[src/rtl/div_calc_seq_pkg.sv]
// Shared phase encoding for the button-driven divider calculator.
package div_calc_seq_pkg;

    localparam int unsigned PHASE_W = 3;

    typedef enum logic [PHASE_W-1:0] {
        LOAD_NUM = 3'd0,
        LOAD_DEN = 3'd1,
        DIVIDE   = 3'd2,
        SHOW_QUO = 3'd3,
        SHOW_REM = 3'd4
    } state_t;

endpackage

[src/rtl/div_calc_seq_if.sv]
// Button ticks in, display/status out, between the button front-end and the LED drivers.
interface div_calc_seq_if
    import div_calc_seq_pkg::*;
#(
    parameter int unsigned W = 4
);
    logic                tick_next;
    logic                tick_up;
    logic                tick_down;
    logic [W-1:0]        leds;
    logic [PHASE_W-1:0]  phase;
    logic                busy;
    logic                done;
    logic                div0;

    modport master (
        output tick_next, tick_up, tick_down,
        input  leds, phase, busy, done, div0
    );

    modport slave (
        input  tick_next, tick_up, tick_down,
        output leds, phase, busy, done, div0
    );
endinterface

[src/rtl/div_restoring.sv]
// Restoring unsigned divider, one quotient bit per cycle, MSB first.
// The first step is taken on the start edge, so a division occupies exactly W edges.
module div_restoring #(
    parameter int unsigned W = 4
) (
    input  logic         clk,
    input  logic         reset,
    input  logic         start,
    input  logic [W-1:0] dividend,
    input  logic [W-1:0] divisor,
    output logic         busy,
    output logic         done,
    output logic [W-1:0] quo,
    output logic [W-1:0] rem
);
    localparam int unsigned CW = (W > 2) ? $clog2(W) : 1;

    logic           accept_c;
    logic [W-1:0]   den_q;
    logic [CW-1:0]  cnt;
    logic [W-1:0]   r_in_c;
    logic           bit_in_c;
    logic [W-1:0]   den_c;
    logic [W:0]     trial_c;
    logic           qbit_c;
    logic [W-1:0]   r_next_c;

    assign accept_c = start && !busy;

    // One restoring step; quo doubles as the dividend shift register.
    always_comb begin
        r_in_c   = rem;
        bit_in_c = quo[W-1];
        den_c    = den_q;
        if (accept_c) begin
            r_in_c   = '0;
            bit_in_c = dividend[W-1];
            den_c    = divisor;
        end
        trial_c  = {r_in_c, bit_in_c};
        qbit_c   = (trial_c >= {1'b0, den_c});
        r_next_c = qbit_c ? W'(trial_c - {1'b0, den_c}) : trial_c[W-1:0];
    end

    always_ff @(posedge clk or negedge reset) begin
        if (!reset) begin
            busy  <= 1'b0;
            done  <= 1'b0;
            quo   <= '0;
            rem   <= '0;
            den_q <= '0;
            cnt   <= '0;
        end else begin
            done <= 1'b0;
            if (accept_c) begin
                den_q <= divisor;
                quo   <= {dividend[W-2:0], qbit_c};
                rem   <= r_next_c;
                cnt   <= CW'(W - 2);
                busy  <= 1'b1;
            end else if (busy) begin
                quo <= {quo[W-2:0], qbit_c};
                rem <= r_next_c;
                if (cnt == '0) begin
                    busy <= 1'b0;
                    done <= 1'b1;
                end else begin
                    cnt <= cnt - 1'b1;
                end
            end
        end
    end

endmodule

[src/rtl/div_calc_seq.sv]
// Calculator sequencer: operand entry via up/down/next ticks, divide, then show quotient and remainder.
module div_calc_seq
    import div_calc_seq_pkg::*;
#(
    parameter int unsigned W = 4
) (
    input  logic            clk,
    input  logic            reset,
    div_calc_seq_if.slave   bus
);
    state_t         state;
    state_t         state_nxt;
    logic [W-1:0]   num;
    logic [W-1:0]   den;
    logic [W-1:0]   num_nxt;
    logic [W-1:0]   den_nxt;
    logic [W-1:0]   leds_nxt;
    logic           inc_c;
    logic           dec_c;
    logic           start_c;
    logic           div_busy;
    logic           div_done;
    logic [W-1:0]   div_quo;
    logic [W-1:0]   div_rem;

    assign inc_c = bus.tick_up && !bus.tick_down;
    assign dec_c = bus.tick_down && !bus.tick_up;

    // Next state and operand edits; an edit lands on the same edge that advances the phase.
    always_comb begin
        state_nxt = state;
        num_nxt   = num;
        den_nxt   = den;
        start_c   = 1'b0;
        case (state)
            LOAD_NUM: begin
                if (inc_c)      num_nxt = num + W'(1);
                else if (dec_c) num_nxt = num - W'(1);
                if (bus.tick_next) state_nxt = LOAD_DEN;
            end
            LOAD_DEN: begin
                if (inc_c)      den_nxt = den + W'(1);
                else if (dec_c) den_nxt = den - W'(1);
                if (bus.tick_next) begin
                    state_nxt = DIVIDE;
                    start_c   = !div_busy;
                end
            end
            DIVIDE:   if (div_done)      state_nxt = SHOW_QUO;
            SHOW_QUO: if (bus.tick_next) state_nxt = SHOW_REM;
            SHOW_REM: if (bus.tick_next) state_nxt = LOAD_NUM;
            default:                     state_nxt = LOAD_NUM;
        endcase
    end

    always_comb begin
        leds_nxt = '0;
        case (state_nxt)
            LOAD_NUM: leds_nxt = num_nxt;
            LOAD_DEN: leds_nxt = den_nxt;
            SHOW_QUO: leds_nxt = div_quo;
            SHOW_REM: leds_nxt = div_rem;
            default:  leds_nxt = '0;
        endcase
    end

    div_restoring #(.W(W)) u_div (
        .clk      (clk),
        .reset    (reset),
        .start    (start_c),
        .dividend (num),
        .divisor  (den_nxt),
        .busy     (div_busy),
        .done     (div_done),
        .quo      (div_quo),
        .rem      (div_rem)
    );

    // All display/status outputs are registered from the next-state values.
    always_ff @(posedge clk or negedge reset) begin
        if (!reset) begin
            state     <= LOAD_NUM;
            num       <= '0;
            den       <= '0;
            bus.leds  <= '0;
            bus.phase <= LOAD_NUM;
            bus.busy  <= 1'b0;
            bus.done  <= 1'b0;
            bus.div0  <= 1'b0;
        end else begin
            state     <= state_nxt;
            num       <= num_nxt;
            den       <= den_nxt;
            bus.leds  <= leds_nxt;
            bus.phase <= state_nxt;
            bus.busy  <= (state_nxt == DIVIDE);
            bus.done  <= (state == DIVIDE) && (state_nxt == SHOW_QUO);
            if (start_c)
                bus.div0 <= (den_nxt == '0);
            else if ((state_nxt == LOAD_NUM) && (state != LOAD_NUM))
                bus.div0 <= 1'b0;
        end
    end

endmodule
[src/flat_wrapper.sv]
// flat-port wrapper written by rule: the top's interface ports become plain ports
module div_calc_seq_flat import div_calc_seq_pkg::*;
#(
    parameter int unsigned W = 4
)
  (clk, reset, bus_tick_next, bus_tick_up, bus_tick_down, bus_leds, bus_phase, bus_busy, bus_done, bus_div0);
  div_calc_seq_if #(.W(W)) bus_i ();
  input  logic clk;
  input  logic reset;
  input wire logic [$bits(bus_i.tick_next)-1:0] bus_tick_next;
  input wire logic [$bits(bus_i.tick_up)-1:0] bus_tick_up;
  input wire logic [$bits(bus_i.tick_down)-1:0] bus_tick_down;
  output wire logic [$bits(bus_i.leds)-1:0] bus_leds;
  output wire logic [$bits(bus_i.phase)-1:0] bus_phase;
  output wire logic [$bits(bus_i.busy)-1:0] bus_busy;
  output wire logic [$bits(bus_i.done)-1:0] bus_done;
  output wire logic [$bits(bus_i.div0)-1:0] bus_div0;
  assign bus_i.tick_next = bus_tick_next;
  assign bus_i.tick_up = bus_tick_up;
  assign bus_i.tick_down = bus_tick_down;
  assign bus_leds = bus_i.leds;
  assign bus_phase = bus_i.phase;
  assign bus_busy = bus_i.busy;
  assign bus_done = bus_i.done;
  assign bus_div0 = bus_i.div0;
  div_calc_seq #(.W(W)) u_core (.clk(clk), .reset(reset), .bus(bus_i));
endmodule
[config.mk]
export PLATFORM = sky130hd
export DESIGN_NAME = div_calc_seq_flat
export DESIGN_NICKNAME = d
export VERILOG_FILES = /design/src/rtl/div_calc_seq_pkg.sv /design/src/rtl/div_calc_seq_if.sv /design/src/rtl/div_restoring.sv /design/src/rtl/div_calc_seq.sv /design/src/flat_wrapper.sv
export SDC_FILE = /design/constraint.sdc
export NUM_CORES = 1
export LEC_CHECK = 0
export CAP_MARGIN = 40
export CORE_UTILIZATION = 30
export DETAILED_ROUTE_END_ITERATION = 10
export PLACE_DENSITY = 0.47
export SLEW_MARGIN = 20
export SYNTH_ARGS = -nofsm -noshare
export SYNTH_HDL_FRONTEND = slang
export SYNTH_SLANG_ARGS = --single-unit
[constraint.sdc]
create_clock -name clk -period 8.8 [get_ports clk]
set_clock_uncertainty 0.05 [all_clocks]
set_input_delay 1.76 -clock clk [delete_from_list [all_inputs] [get_ports clk]]
set_output_delay 1.76 -clock clk [all_outputs]
set_load 0.1 [all_outputs]
Word level (Yosys, flattened, before mapping). Index checks and enable logic that the tools add are counted.

Flip-flop bits (word level): 34. Output and inout port bits: 10. Word-level logic and storage cells: 79.

$add $sub $neg: 6. Magnitude comparators: 1. Eq/ne operators: 9. Muxes and demuxes: 34. Reductions and logical operators: 16.

Operators with widths (number): 4-bit 2-to-1 mux (13); 4-bit case mux with 4 select lines (1); 3-bit 2-to-1 mux (5); 3-bit case mux with 5 select lines (1); 3-bit by 2-bit equality test with 1-bit output, second input constant (4); 1-bit 2-to-1 mux (11); 4-bit by 1-bit adder with 4-bit output, second input constant (2); 4-bit by 1-bit subtractor with 4-bit output, second input constant (2); 3-bit by 1-bit equality test with 1-bit output, second input constant (2); 3-bit equality test, second input constant (2); 3-bit zero test (2); 2-bit 2-to-1 mux (3); 5-bit by 4-bit greater-or-equal comparator with 1-bit output (1); 1-bit logical AND (5); 4-bit zero test (1); 2-bit nonzero test (2); 4-bit subtractor (1); 1-bit zero test (3); 3-bit nonzero test (1); 2-bit zero test (1); 2-bit != test, second input constant (1); 2-bit AND reduction (1); 2-bit by 1-bit subtractor with 2-bit output, second input constant (1).

Logic depth before layout (Yosys ltp). Gate-level depths: netlist of run 1.

Depth after elaboration: 10. Mapped depth: 14.

By module. From an unflattened synthesis of run 1, not the netlist that was laid out.

Cells, all modules: 195. Area, all modules: 1950.6 um^2.

Modules (own cells, without submodules): div_calc_seq (times used 1, cells an instance 106, area an instance 1053.5 um^2, seq. area each 450.4 um^2); div_restoring (times used 1, cells an instance 89, area an instance 897.1 um^2, seq. area each 400.4 um^2).

Worst setup path before layout of run 1. No wires, ideal clock.

Kind: input to register. Start: in bus_tick_up. End: reg u_core.u_div.rem[1]. Setup time: 0.124 ns. Arrival time: 4.155 ns. Slack: 4.471 ns. Stages on the path: 12. Path buffers: 1. Cell sequence: buf_2 > nand2b_4 > or4_1 > a21oi_2 > xor2_2 > mux2i_1 > ha_1 > o21a_1 > o31a_1 > a211o_1 > nor2b_1 > o31a_1.

Longest elaborated chain between the ends: 10.

RTL lines: start: declaration (line flat_wrapper.sv:11) `input wire logic [$bits(bus_i.tick_up)-1:0] bus_tick_up;`; 1-bit zero test (line div_calc_seq.sv:27) `assign dec_c = bus.tick_down && !bus.tick_up;`; 1-bit logical AND (line div_calc_seq.sv:27); 4-bit 2-to-1 mux (line div_calc_seq.sv:43) `else if (dec_c) den_nxt = den - W'(1);`; 4-bit 2-to-1 mux (*) (line div_calc_seq.sv:42) `if (inc_c) den_nxt = den + W'(1);`; 4-bit 2-to-1 mux (*) (line div_calc_seq.sv:35) `case (state)`; via u_core.den_nxt[3] (line div_calc_seq.sv:16) `logic [W-1:0] den_nxt;`; 4-bit 2-to-1 mux (*) (line div_restoring.sv:35) `if (accept_c) begin`; 5-bit by 4-bit greater-or-equal comparator with 1-bit output (*) (line div_restoring.sv:41) `qbit_c = (trial_c >= {1'b0, den_c});`; 4-bit 2-to-1 mux (*) (line div_restoring.sv:42) `r_next_c = qbit_c ? W'(trial_c - {1'b0, den_c}) : trial_c[W-1:0];`; 4-bit 2-to-1 mux (line div_restoring.sv:61) `end else if (busy) begin`; 4-bit 2-to-1 mux (*) (line div_restoring.sv:55) `if (accept_c) begin`; end signal: assignment (line div_restoring.sv:58) `rem <= r_next_c;`; end signal: assignment (line div_restoring.sv:63) `rem <= r_next_c;`; end: declaration (line div_restoring.sv:14) `output logic [W-1:0] rem`.

Mark *: on every way through the listed nets, which the timed path passes. The rest lies on a longest branch. The select of a mux whose other input is x is not followed. A chain may end at the register's enable or synchronous reset.

Worst setup path in the final report of run 1.
Start: in bus_tick_next. End: reg u_core.u_div.rem[1].

Longest elaborated chain between the ends: 8.

RTL lines: start: declaration (line flat_wrapper.sv:10) `input wire logic [$bits(bus_i.tick_next)-1:0] bus_tick_next;`; 1-bit 2-to-1 mux (*) (line div_calc_seq.sv:44) `if (bus.tick_next) begin`; 1-bit 2-to-1 mux (*) (line div_calc_seq.sv:35); 1-bit logical AND (*) (line div_restoring.sv:28) `assign accept_c = start && !busy;`; 1-bit 2-to-1 mux or 4-bit 2-to-1 mux (tied branches) (line div_restoring.sv:35); 4-bit subtractor or 5-bit by 4-bit greater-or-equal comparator with 1-bit output (tied branches) (line div_restoring.sv:42, div_restoring.sv:41); 4-bit 2-to-1 mux (line div_restoring.sv:42); 4-bit 2-to-1 mux (line div_restoring.sv:61); 4-bit 2-to-1 mux (line div_restoring.sv:55).

Mark *: on every way between the ends. The rest lies on a longest branch, timed or not. The select of a mux whose other input is x is not followed.

==> run_summary.xml, run 1 <==
<?xml version="1.0" encoding="UTF-8"?>
<metrics>
  <group name="clock_tree">
    <metric name="cts_root_buf" unit="">sky130_fd_sc_hd__clkbuf_8</metric>
    <metric name="cts_hold_repair.buffers" unit="">0</metric>
    <metric name="postCtsResizedCells" unit="">0</metric>
    <metric name="h-tree-depth" unit="">2</metric>
    <metric name="worst_setup_hold_path_clk_slew" unit="ns">0.07</metric>
    <metric name="tritoncts" unit="">yes</metric>
    <metric name="post_cts_repair_timing_setup_buffer_count" unit="">0</metric>
    <metric name="max-clock-path-buffers" unit="">2</metric>
    <metric name="cts_buffers" unit="">5</metric>
    <metric name="clock-sinks" unit="">34</metric>
    <metric name="worst_skew_pair.late_latency" unit="ns">0.28</metric>
  </group>
  <group name="critical_path">
    <metric name="cp_top_family" unit="">simple AND/OR/NAND/NOR gates</metric>
    <metric name="critPathArrivalTime" unit="ns">5.20</metric>
    <metric name="worstPathRequired" unit="ns">8.92</metric>
    <metric name="highest_delay_cell_along_the_critical_path" unit="">sky130_fd_sc_hd__nor2b_1</metric>
    <metric name="worst_setup_path_end_kind" unit="">flip-flop</metric>
    <metric name="r2r_end" unit="">u_core.u_div.rem[1]</metric>
    <metric name="worst_setup_path_startpoint" unit="">bus_tick_next</metric>
    <metric name="timing.critical_path.depth" unit="">10</metric>
    <metric name="cp-start-kind" unit="">primary input</metric>
    <metric name="rrSetupSlack" unit="ns">5.19</metric>
    <metric name="cp_common_cell" unit="">sky130_fd_sc_hd__nor2b_1</metric>
    <metric name="critPathMaxStageDelay" unit="ns">0.67</metric>
    <metric name="r2r_cells" unit="">9</metric>
    <metric name="worstReg2RegStart" unit="">u_core.bus.phase[2]</metric>
    <metric name="critPathCapture" unit="">u_core.u_div.rem[1]</metric>
    <metric name="crit_fanout" unit="">9</metric>
    <metric name="critPathKind" unit="">in2reg</metric>
    <metric name="cp_cell_sequence" unit="">clkdlybuf4s50_1, and4bb_1, nor2b_1, mux2i_1, ha_1, nor2b_1, o31a_1, a211o_1, nor2b_1, o31a_1</metric>
    <metric name="timing.critical_path.buf_inv" unit="">1</metric>
  </group>
  <group name="global_routing">
    <metric name="grt_first_pass_wirelength" unit="um">6989</metric>
    <metric name="grt_pass1_vias" unit="">1441</metric>
    <metric name="grt_start_max_net_pins" unit="">35</metric>
    <metric name="initial_antenna_violation_count" unit="">0</metric>
    <metric name="grt_remaining_overflow" unit="">0</metric>
    <metric name="grt.total_usage" unit="%">12.78</metric>
  </group>
  <group name="synth">
    <metric name="syn-num-nets" unit="">213</metric>
    <metric name="syn_area_per_cell" unit="um2">10.12</metric>
    <metric name="number_of_register_bits_inferred_by_synthesis" unit="">34</metric>
    <metric name="seq_area_frac_synth" unit="%">42.47</metric>
    <metric name="dominantRegCellSynth" unit="">sky130_fd_sc_hd__dfrtp_1</metric>
    <metric name="yosysWarningCount" unit="">0</metric>
    <metric name="netlist-cell-type-count" unit="">53</metric>
    <metric name="ys_async_sr_fraction" unit="%">100.0</metric>
    <metric name="synth_area" unit="mm2">0.002003</metric>
    <metric name="synthCells" unit="">198</metric>
    <metric name="post_synth_edffs" unit="">0</metric>
  </group>
  <group name="drt">
    <metric name="avgRoutedWirePerCell" unit="um">13.82</metric>
    <metric name="route.detailed.vias_per_inst" unit="">4.949</metric>
    <metric name="number_of_drc_violations_after_detailed_routing" unit="">0</metric>
    <metric name="detail_route.iter0.violations" unit="">88</metric>
    <metric name="detailroute.via_count" unit="">1470</metric>
    <metric name="drt-pass1-iter-count" unit="">4</metric>
    <metric name="routed_wl" unit="um">4106</metric>
    <metric name="antenna_violating_nets_post_route" unit="">0</metric>
  </group>
  <group name="timing">
    <metric name="maxSlewHeadroom" unit="%">49.79</metric>
    <metric name="drv_slew" unit="">0</metric>
    <metric name="final_period_minus_worst_setup_slack" unit="ns">5.081</metric>
    <metric name="report.final.hold_viol_count" unit="">0</metric>
    <metric name="setup_repair_after_global_routing_missed_its_margin" unit="">no</metric>
    <metric name="tns" unit="ns">0</metric>
    <metric name="post-route-period-util" unit="%">57.74</metric>
    <metric name="setup_violations" unit="">0</metric>
    <metric name="slew_worst_pin" unit="ns">0.7516</metric>
    <metric name="fmax" unit="MHz">196.8</metric>
  </group>
  <group name="hold_path">
    <metric name="hold_path.class" unit="">reg2reg</metric>
  </group>
  <group name="die">
    <metric name="dieHeight" unit="um">83.72</metric>
    <metric name="num_rows" unit="">29</metric>
    <metric name="initial_utilization" unit="%">31.37</metric>
    <metric name="die_w" unit="um">83.72</metric>
    <metric name="placeableCoreArea" unit="mm2">0.006386</metric>
    <metric name="dieArea" unit="mm2">0.007008</metric>
    <metric name="num_io_pins" unit="">15</metric>
  </group>
  <group name="final_layout">
    <metric name="area_growth_syn_to_layout" unit="%">21.42</metric>
    <metric name="antenna-diode-count" unit="">0</metric>
    <metric name="fillCellCount" unit="">663</metric>
    <metric name="finalNetCount" unit="">234</metric>
    <metric name="drive_above_1_share" unit="%">13.18</metric>
  </group>
  <group name="run">
    <metric name="drv_cap" unit="">0</metric>
  </group>
  <group name="placement">
    <metric name="numPortBuffers" unit="">14</metric>
    <metric name="place.gp.congestion" unit="">0.7643</metric>
    <metric name="hpwlAfterDp" unit="um">3111</metric>
  </group>
  <group name="status">
    <metric name="outcome" unit="">complete, no violations</metric>
  </group>
</metrics>
## final cells by class
cell class | instances | area, um2 | area share (%)
clock buffer | 7 | 86.33 | 3.549
timing repair buffer | 25 | 312.8 | 12.86
inverter | 17 | 63.81 | 2.623
clock inverter | 1 | 5.005 | 0.2058
sequential | 34 | 850.8 | 34.98
multi-input combinational | 136 | 1017 | 41.82
tap | 77 | 96.34 | 3.961
## sequential cells by signal, summed over array words and instances (netlist names), 2 cells and up
signal              count
u_core.u_div.quo        4
u_core.u_div.cnt        2
u_core.bus.phase        3
u_core.u_div.rem        4
u_core.u_div.den_q      4
u_core.bus.leds         4
u_core.num              4
u_core.den              4
## layer usage
layer / vias up / GRT usage (%) / wire (um)
met5: - / 0 / 0
met4: 0 / 5.239 / 87
met3: 8 / 2.967 / 160
met2: 30 / 19.36 / 1860
met1: 687 / 17.52 / 1998
li1: 745 / - / -
## cells by family (layout without fill, tap and decap cells)
| logic type | count (synthesis) | in the layout | share of synthesized area (%) |
|---|---|---|---|
| and+or+nand+nor | 60 | 60 | 17.55 |
| DFF | 34 | 34 | 42.47 |
| AOI/OAI and AO/OA | 45 | 45 | 16.18 |
| muxes | 11 | 11 | 5.684 |
| buffers and inverters | 28 | 50 | 6.745 |
| adders and majority gates | 10 | 10 | 6.621 |
| xor gates and xnor gates | 10 | 10 | 4.747 |
## per-stage QoR
stage	hold slack [ns]	utilization [%]	worst slack (ns)	instances	cell area (um2)
2_1_floorplan	0.4088	-	4.471	198	2003
6_report	0.4405	38.09	3.719	297	2432
4_1_cts	0.4474	37.66	3.715	296	2405
5_1_grt	0.4702	38.09	3.487	297	2432
3_3_place_gp	0.4258	33.88	3.442	278	2163
3_5_place_dp	0.4322	36.23	3.431	288	2313
## Yosys cell counts (2+ instances only)
| master | number | area, um2 |
|---|---|---|
| sky130_fd_sc_hd__buf_2 | 3 | 15.01 |
| sky130_fd_sc_hd__dfrtp_1 | 34 | 850.8 |
| sky130_fd_sc_hd__nand2b_1 | 3 | 18.77 |
| sky130_fd_sc_hd__and2_1 | 2 | 12.51 |
| sky130_fd_sc_hd__nand2_1 | 14 | 52.55 |
| sky130_fd_sc_hd__nor3_1 | 4 | 20.02 |
| sky130_fd_sc_hd__a222oi_1 | 2 | 20.02 |
| sky130_fd_sc_hd__o21a_1 | 2 | 15.01 |
| sky130_fd_sc_hd__clkbuf_1 | 3 | 11.26 |
| sky130_fd_sc_hd__o41ai_1 | 2 | 17.52 |
| sky130_fd_sc_hd__o21ai_1 | 2 | 10.01 |
| sky130_fd_sc_hd__xor2_1 | 2 | 17.52 |
| sky130_fd_sc_hd__o22a_1 | 2 | 17.52 |
| sky130_fd_sc_hd__ha_1 | 9 | 112.6 |
| sky130_fd_sc_hd__nand4_1 | 3 | 18.77 |
| sky130_fd_sc_hd__buf_6 | 3 | 33.78 |
| sky130_fd_sc_hd__inv_1 | 17 | 63.81 |
| sky130_fd_sc_hd__o31a_1 | 2 | 17.52 |
| sky130_fd_sc_hd__nand3_1 | 2 | 10.01 |
| sky130_fd_sc_hd__nand3b_1 | 4 | 30.03 |
| sky130_fd_sc_hd__or4_1 | 2 | 15.01 |
| sky130_fd_sc_hd__a22o_1 | 2 | 17.52 |
| sky130_fd_sc_hd__or3_1 | 3 | 18.77 |
| sky130_fd_sc_hd__a21oi_1 | 6 | 30.03 |
| sky130_fd_sc_hd__a221o_1 | 2 | 20.02 |
| sky130_fd_sc_hd__xnor2_1 | 7 | 61.31 |
| sky130_fd_sc_hd__mux2i_1 | 8 | 80.08 |
| sky130_fd_sc_hd__nor2_1 | 9 | 33.78 |
| sky130_fd_sc_hd__nor2b_1 | 6 | 37.54 |
| sky130_fd_sc_hd__o21ai_0 | 11 | 55.05 |
| sky130_fd_sc_hd__nand2b_4 | 2 | 27.53 |
| sky130_fd_sc_hd__a21o_1 | 2 | 15.01 |
| sky130_fd_sc_hd__mux2_2 | 3 | 33.78 |
## how the worst min path moves through the flow
stage / startpoint / end / cells after the start
6_report: u_core.u_div.cnt[0] / u_core.u_div.cnt[0] / 1
5_1_grt: u_core.u_div.cnt[1] / u_core.u_div.cnt[1] / 1
4_1_cts: u_core.u_div.cnt[1] / u_core.u_div.cnt[1] / 1
3_5_place_dp: u_core.u_div.cnt[1] / u_core.u_div.cnt[1] / 1
3_3_place_gp: u_core.u_div.cnt[1] / u_core.u_div.cnt[1] / 1
2_1_floorplan: u_core.u_div.cnt[0] / u_core.u_div.cnt[0] / 1
## cells in the final DEF (no fill, tap or decap), drive strengths merged, types with 4 or more instances in the layout
cell / n
a21oi: 7
buf: 12
clkbuf: 7
clkdlybuf4s50: 13
dfrtp: 34
ha: 9
inv: 17
mux2i: 8
nand2: 14
nand2b: 5
nand3b: 4
nor2: 9
nor2b: 6
nor3: 4
o21ai: 13
xnor2: 7
Power of run 1 is not shown: default switching activity piles up to over one toggle a cycle in this logic, so the estimate is an artifact.
==> run 2: changes to the inputs <==
==> constraint.sdc (replaced) <==
create_clock -name clk -period 5.1 [get_ports clk]
set_clock_uncertainty 0.05 [all_clocks]
set_input_delay 1.02 -clock clk [delete_from_list [all_inputs] [get_ports clk]]
set_output_delay 1.02 -clock clk [all_outputs]
set_load 0.1 [all_outputs]
==> run_summary.xml, run 2 (synthesis results as in run 1) <==
<?xml version="1.0" encoding="UTF-8"?>
<metrics>
  <group name="final_layout">
    <metric name="antenna-diode-count" unit="">0</metric>
    <metric name="most-common-layout-cells" unit="">34 x sky130_fd_sc_hd__dfrtp_1, 17 x sky130_fd_sc_hd__inv_1, 14 x sky130_fd_sc_hd__nand2_1</metric>
    <metric name="finalNetCount" unit="">235</metric>
    <metric name="drive_above_1_share" unit="%">13.57</metric>
    <metric name="fillCellCount" unit="">640</metric>
    <metric name="area_growth_syn_to_layout" unit="%">21.42</metric>
    <metric name="layout_commonest_cell" unit="">sky130_fd_sc_hd__dfrtp_1</metric>
  </group>
  <group name="critical_path">
    <metric name="critPathArrivalTime" unit="ns">4.18</metric>
    <metric name="cp_cell_sequence" unit="">clkdlybuf4s50_1, nand2b_4, or4_1, a21oi_2, xor2_2, mux2i_1, ha_1, o21a_1, o31a_1, a211o_1, nor2b_1, o31a_1</metric>
    <metric name="worstPathRequired" unit="ns">5.22</metric>
    <metric name="critPathMaxStageDelay" unit="ns">0.70</metric>
    <metric name="crit_fanout" unit="">11</metric>
    <metric name="highest_delay_cell_along_the_critical_path" unit="">sky130_fd_sc_hd__clkdlybuf4s50_1</metric>
    <metric name="worst_setup_path_end_kind" unit="">flip-flop</metric>
    <metric name="worst_setup_path_startpoint" unit="">bus_tick_down</metric>
    <metric name="cp-start-kind" unit="">primary input</metric>
    <metric name="critPathKind" unit="">in2reg</metric>
    <metric name="cp_common_cell" unit="">sky130_fd_sc_hd__o31a_1</metric>
    <metric name="cp_top_family" unit="">compound AO/OA/AOI/OAI gates</metric>
    <metric name="timing.critical_path.buf_inv" unit="">1</metric>
    <metric name="worstReg2RegStart" unit="">u_core.bus.phase[0]</metric>
  </group>
  <group name="die">
    <metric name="placeableCoreArea" unit="mm2">0.006386</metric>
    <metric name="die_w" unit="um">83.72</metric>
    <metric name="dieHeight" unit="um">83.72</metric>
    <metric name="dieArea" unit="mm2">0.007008</metric>
    <metric name="num_io_pins" unit="">15</metric>
    <metric name="num_rows" unit="">29</metric>
    <metric name="initial_utilization" unit="%">31.37</metric>
  </group>
  <group name="clock_tree">
    <metric name="worst_setup_hold_path_clk_slew" unit="ns">0.07</metric>
    <metric name="postCtsResizedCells" unit="">0</metric>
    <metric name="cts_hold_repair.buffers" unit="">0</metric>
    <metric name="tritoncts" unit="">yes</metric>
    <metric name="h-tree-depth" unit="">2</metric>
    <metric name="cts_buffers" unit="">5</metric>
    <metric name="clock-sinks" unit="">34</metric>
    <metric name="post_cts_repair_timing_setup_buffer_count" unit="">0</metric>
    <metric name="max-clock-path-buffers" unit="">2</metric>
    <metric name="worst_skew_pair.late_latency" unit="ns">0.28</metric>
    <metric name="cts_root_buf" unit="">sky130_fd_sc_hd__clkbuf_8</metric>
  </group>
  <group name="timing">
    <metric name="post-route-period-util" unit="%">79.50</metric>
    <metric name="report.final.hold_viol_count" unit="">0</metric>
    <metric name="setup_violations" unit="">0</metric>
    <metric name="drv_slew" unit="">0</metric>
    <metric name="setup_repair_after_global_routing_missed_its_margin" unit="">no</metric>
    <metric name="fmax" unit="MHz">246.6</metric>
    <metric name="tns" unit="ns">0</metric>
    <metric name="maxSlewHeadroom" unit="%">64.27</metric>
    <metric name="slew_worst_pin" unit="ns">0.5340</metric>
    <metric name="final_period_minus_worst_setup_slack" unit="ns">4.055</metric>
  </group>
  <group name="drt">
    <metric name="drt-pass1-iter-count" unit="">4</metric>
    <metric name="antenna_violating_nets_post_route" unit="">0</metric>
    <metric name="number_of_drc_violations_after_detailed_routing" unit="">0</metric>
    <metric name="avgRoutedWirePerCell" unit="um">13.90</metric>
    <metric name="routed_wl" unit="um">4142</metric>
    <metric name="detailroute.via_count" unit="">1480</metric>
    <metric name="route.detailed.vias_per_inst" unit="">4.966</metric>
    <metric name="detail_route.iter0.violations" unit="">91</metric>
  </group>
  <group name="placement">
    <metric name="hpwlAfterDp" unit="um">3067</metric>
    <metric name="numPortBuffers" unit="">14</metric>
    <metric name="place.gp.congestion" unit="">0.7286</metric>
  </group>
  <group name="run">
    <metric name="drv_cap" unit="">0</metric>
  </group>
  <group name="global_routing">
    <metric name="grt_first_pass_wirelength" unit="um">7217</metric>
    <metric name="grt.total_usage" unit="%">13.01</metric>
    <metric name="grt_start_max_net_pins" unit="">35</metric>
    <metric name="initial_antenna_violation_count" unit="">0</metric>
    <metric name="grt_pass1_vias" unit="">1436</metric>
    <metric name="grt_remaining_overflow" unit="">0</metric>
  </group>
  <group name="hold_path">
    <metric name="hold_path.class" unit="">reg2reg</metric>
    <metric name="beginning_of_the_worst_hold_path" unit="">u_core.u_div.cnt[1]</metric>
  </group>
  <group name="status">
    <metric name="outcome" unit="">complete, no violations</metric>
  </group>
</metrics>
## run 2: metrics by stage
step           worst slack [ns]  utilization (%)  hold WS, ns  cell area, um2  cells
5_1_grt                  0.8386            38.09       0.4546            2432    298
4_1_cts                   1.065            37.77       0.4475            2412    297
3_5_place_dp             0.7645            36.34       0.4361            2321    289
3_3_place_gp             0.7291            33.99       0.4225            2171    279
6_report                  1.045            38.09       0.4435            2432    298
2_1_floorplan             1.511                -       0.4088            2003    198
## run 2: cell type report
cell class	instances	area, um2	area share, %
repair buffers	26	312.8	12.86
well taps	77	96.34	3.961
flip-flops and latches	34	850.8	34.98
multi-input cells	136	1017	41.82
inverters	17	63.81	2.623
clock buffers	7	86.33	3.549
clock inverters	1	5.005	0.2058
## run 2: worst paths after layout
path / slack, ns / endpoint / depth (start not counted)
setup reg to reg: 1.78 / u_core.u_div.rem[1] / 10
max in group asynchronous: 4.10 / u_core.u_div.quo[2] / 2
hold reg to reg: 0.44 / u_core.u_div.cnt[1] / 1
min in group asynchronous: 0.50 / u_core.den[3] / 1
hold / removal: 0.44 / u_core.u_div.cnt[1] / 1
setup / recovery: 1.05 / u_core.u_div.rem[1] / 12
## run 2: layer usage
layer	global-route usage (%)	share of wire (%)	up-vias
met5	0	0	-
met4	5.393	1.8	0
met3	3.165	3.5	8
met2	19.29	46	32
met1	18.10	49	699
li1	-	-	741
Power of run 2 is left out for the same reason.
==> run 3: changes to the inputs <==
==> constraint.sdc (replaced) <==
create_clock -name clk -period 4.2 [get_ports clk]
set_clock_uncertainty 0.05 [all_clocks]
set_input_delay 0.84 -clock clk [delete_from_list [all_inputs] [get_ports clk]]
set_output_delay 0.84 -clock clk [all_outputs]
set_load 0.1 [all_outputs]
==> run_summary.xml, run 3 (synthesis results as in run 1) <==
<?xml version="1.0" encoding="UTF-8"?>
<metrics>
  <group name="status">
    <metric name="outcome" unit="">complete, no violations</metric>
  </group>
  <group name="global_routing">
    <metric name="grt_remaining_overflow" unit="">0</metric>
    <metric name="grt_start_max_net_pins" unit="">35</metric>
    <metric name="global_route.usage.met2" unit="%">20.18</metric>
    <metric name="initial_antenna_violation_count" unit="">0</metric>
    <metric name="grtUsageMet3" unit="%">2.671</metric>
    <metric name="grt_pass1_vias" unit="">1437</metric>
    <metric name="global_route.peak_usage_layer" unit="">met2</metric>
    <metric name="groute.layer.met1.usage" unit="%">19.51</metric>
    <metric name="grt_first_pass_wirelength" unit="um">7410</metric>
    <metric name="grt.total_usage" unit="%">13.48</metric>
  </group>
  <group name="timing">
    <metric name="final_period_minus_worst_setup_slack" unit="ns">3.736</metric>
    <metric name="drv_slew" unit="">0</metric>
    <metric name="setup_repair_after_global_routing_missed_its_margin" unit="">no</metric>
    <metric name="report.final.hold_viol_count" unit="">0</metric>
    <metric name="slew_worst_pin" unit="ns">0.5265</metric>
    <metric name="setup_violations" unit="">0</metric>
    <metric name="tns" unit="ns">0</metric>
    <metric name="fmax" unit="MHz">267.7</metric>
    <metric name="maxSlewHeadroom" unit="%">64.77</metric>
    <metric name="post-route-period-util" unit="%">88.95</metric>
  </group>
  <group name="final_layout">
    <metric name="fillCellCount" unit="">620</metric>
    <metric name="multi_input_comb_area" unit="mm2">0.001017</metric>
    <metric name="post-route-cell-area" unit="mm2">0.002492</metric>
    <metric name="drive_above_1_share" unit="%">15.42</metric>
    <metric name="area_growth_syn_to_layout" unit="%">24.42</metric>
    <metric name="finalCoreUtilization" unit="%">39.03</metric>
    <metric name="regArea" unit="um2">850.8</metric>
    <metric name="finalNetCount" unit="">241</metric>
    <metric name="layout_commonest_cell" unit="">sky130_fd_sc_hd__dfrtp_1</metric>
    <metric name="final_cell_count_no_fill" unit="">304</metric>
    <metric name="most-common-layout-cells" unit="">34 x sky130_fd_sc_hd__dfrtp_1, 17 x sky130_fd_sc_hd__inv_1, 14 x sky130_fd_sc_hd__nand2_1</metric>
    <metric name="antenna-diode-count" unit="">0</metric>
  </group>
  <group name="critical_path">
    <metric name="worst_setup_path_end_kind" unit="">flip-flop</metric>
    <metric name="crit_fanout" unit="">7</metric>
    <metric name="cp_top_family" unit="">compound AO/OA/AOI/OAI gates</metric>
    <metric name="worstReg2RegStart" unit="">u_core.bus.phase[0]</metric>
    <metric name="highest_delay_cell_along_the_critical_path" unit="">sky130_fd_sc_hd__clkdlybuf4s50_1</metric>
    <metric name="rrSetupSlack" unit="ns">0.85</metric>
    <metric name="cp_common_cell" unit="">sky130_fd_sc_hd__o31a_1</metric>
    <metric name="r2r_end" unit="">u_core.u_div.rem[1]</metric>
    <metric name="r2r_cells" unit="">10</metric>
    <metric name="critPathKind" unit="">in2reg</metric>
    <metric name="worstPathRequired" unit="ns">4.32</metric>
    <metric name="cp_cell_sequence" unit="">clkdlybuf4s50_1, nand2b_4, or4_1, a21oi_2, xor2_2, mux2i_1, ha_1, o21a_1, o31a_1, a211o_1, nor2b_1, o31a_1</metric>
    <metric name="critPathMaxStageDelay" unit="ns">0.51</metric>
    <metric name="timing.critical_path.buf_inv" unit="">1</metric>
    <metric name="cp-start-kind" unit="">primary input</metric>
    <metric name="critPathArrivalTime" unit="ns">3.86</metric>
  </group>
  <group name="placement">
    <metric name="dpl-instance-area" unit="mm2">0.002366</metric>
    <metric name="hpwlAfterDp" unit="um">3178</metric>
    <metric name="numPortBuffers" unit="">14</metric>
    <metric name="placed_cells_incl_taps" unit="">295</metric>
    <metric name="place.gp.congestion" unit="">0.8307</metric>
  </group>
  <group name="clock_tree">
    <metric name="postCtsResizedCells" unit="">0</metric>
    <metric name="cts_hold_repair.buffers" unit="">0</metric>
    <metric name="clock-sinks" unit="">34</metric>
    <metric name="post_cts_repair_timing_setup_buffer_count" unit="">0</metric>
    <metric name="max-clock-path-buffers" unit="">2</metric>
    <metric name="worst_skew_pair.late_latency" unit="ns">0.28</metric>
    <metric name="cts_buffers" unit="">5</metric>
    <metric name="cts_root_buf" unit="">sky130_fd_sc_hd__clkbuf_8</metric>
    <metric name="h-tree-depth" unit="">2</metric>
    <metric name="tritoncts" unit="">yes</metric>
    <metric name="worst_setup_hold_path_clk_slew" unit="ns">0.07</metric>
  </group>
  <group name="die">
    <metric name="dieHeight" unit="um">83.72</metric>
    <metric name="initial_utilization" unit="%">31.37</metric>
    <metric name="dieArea" unit="mm2">0.007008</metric>
    <metric name="num_rows" unit="">29</metric>
    <metric name="num_io_pins" unit="">15</metric>
    <metric name="placeableCoreArea" unit="mm2">0.006386</metric>
    <metric name="die_w" unit="um">83.72</metric>
  </group>
  <group name="run">
    <metric name="drv_cap" unit="">0</metric>
  </group>
  <group name="drt">
    <metric name="route.detailed.vias_per_inst" unit="">4.987</metric>
    <metric name="detail_route.iter0.violations" unit="">125</metric>
    <metric name="number_of_drc_violations_after_detailed_routing" unit="">0</metric>
    <metric name="routed_wl" unit="um">4349</metric>
    <metric name="drt-pass1-iter-count" unit="">4</metric>
    <metric name="detailroute.via_count" unit="">1516</metric>
    <metric name="avgRoutedWirePerCell" unit="um">14.31</metric>
    <metric name="antenna_violating_nets_post_route" unit="">0</metric>
  </group>
  <group name="hold_path">
    <metric name="hold_path.class" unit="">in2async</metric>
  </group>
</metrics>
[run 3: worst max path at each step]
stage	startpoint	end	slack, ns	depth (start not counted)
3_5_place_dp	bus_tick_up	u_core.u_div.rem[1]	0.21	12
6_report	bus_tick_up	u_core.u_div.rem[1]	0.46	12
2_1_floorplan	u_core.bus.phase[1]	u_core.u_div.rem[1]	0.67	11
5_1_grt	bus_tick_down	u_core.u_div.rem[1]	0.28	13
4_1_cts	bus_tick_up	u_core.u_div.rem[1]	0.48	12
3_3_place_gp	bus_tick_up	u_core.u_div.rem[1]	0.25	12
[run 3: final cells by class]
type,instances,share of cell area (%)
Sequential cell,34,34.14
Timing Repair Buffer,32,14.36
Inverter,17,2.560
Clock buffer,7,3.062
Tap cell,77,3.865
Multi-Input combinational cell,136,40.81
Clock inverter,1,1.205
[run 3: metal layers]
layer,up-vias,part of all wire [%]
met2,36,45
met5,-,0
li1,753,-
met1,718,50
met4,0,1.6
met3,9,3.7
[run 3: through the flow]
step / setup slack (ns) / hold slack, ns
floorplan: 0.6660 / 0.4088
global placement: 0.2477 / 0.4212
detailed placement: 0.2085 / 0.4361
CTS: 0.4791 / 0.4496
global route: 0.2821 / 0.2994
finish: 0.4639 / 0.3076
Power of run 3 is left out for the same reason.
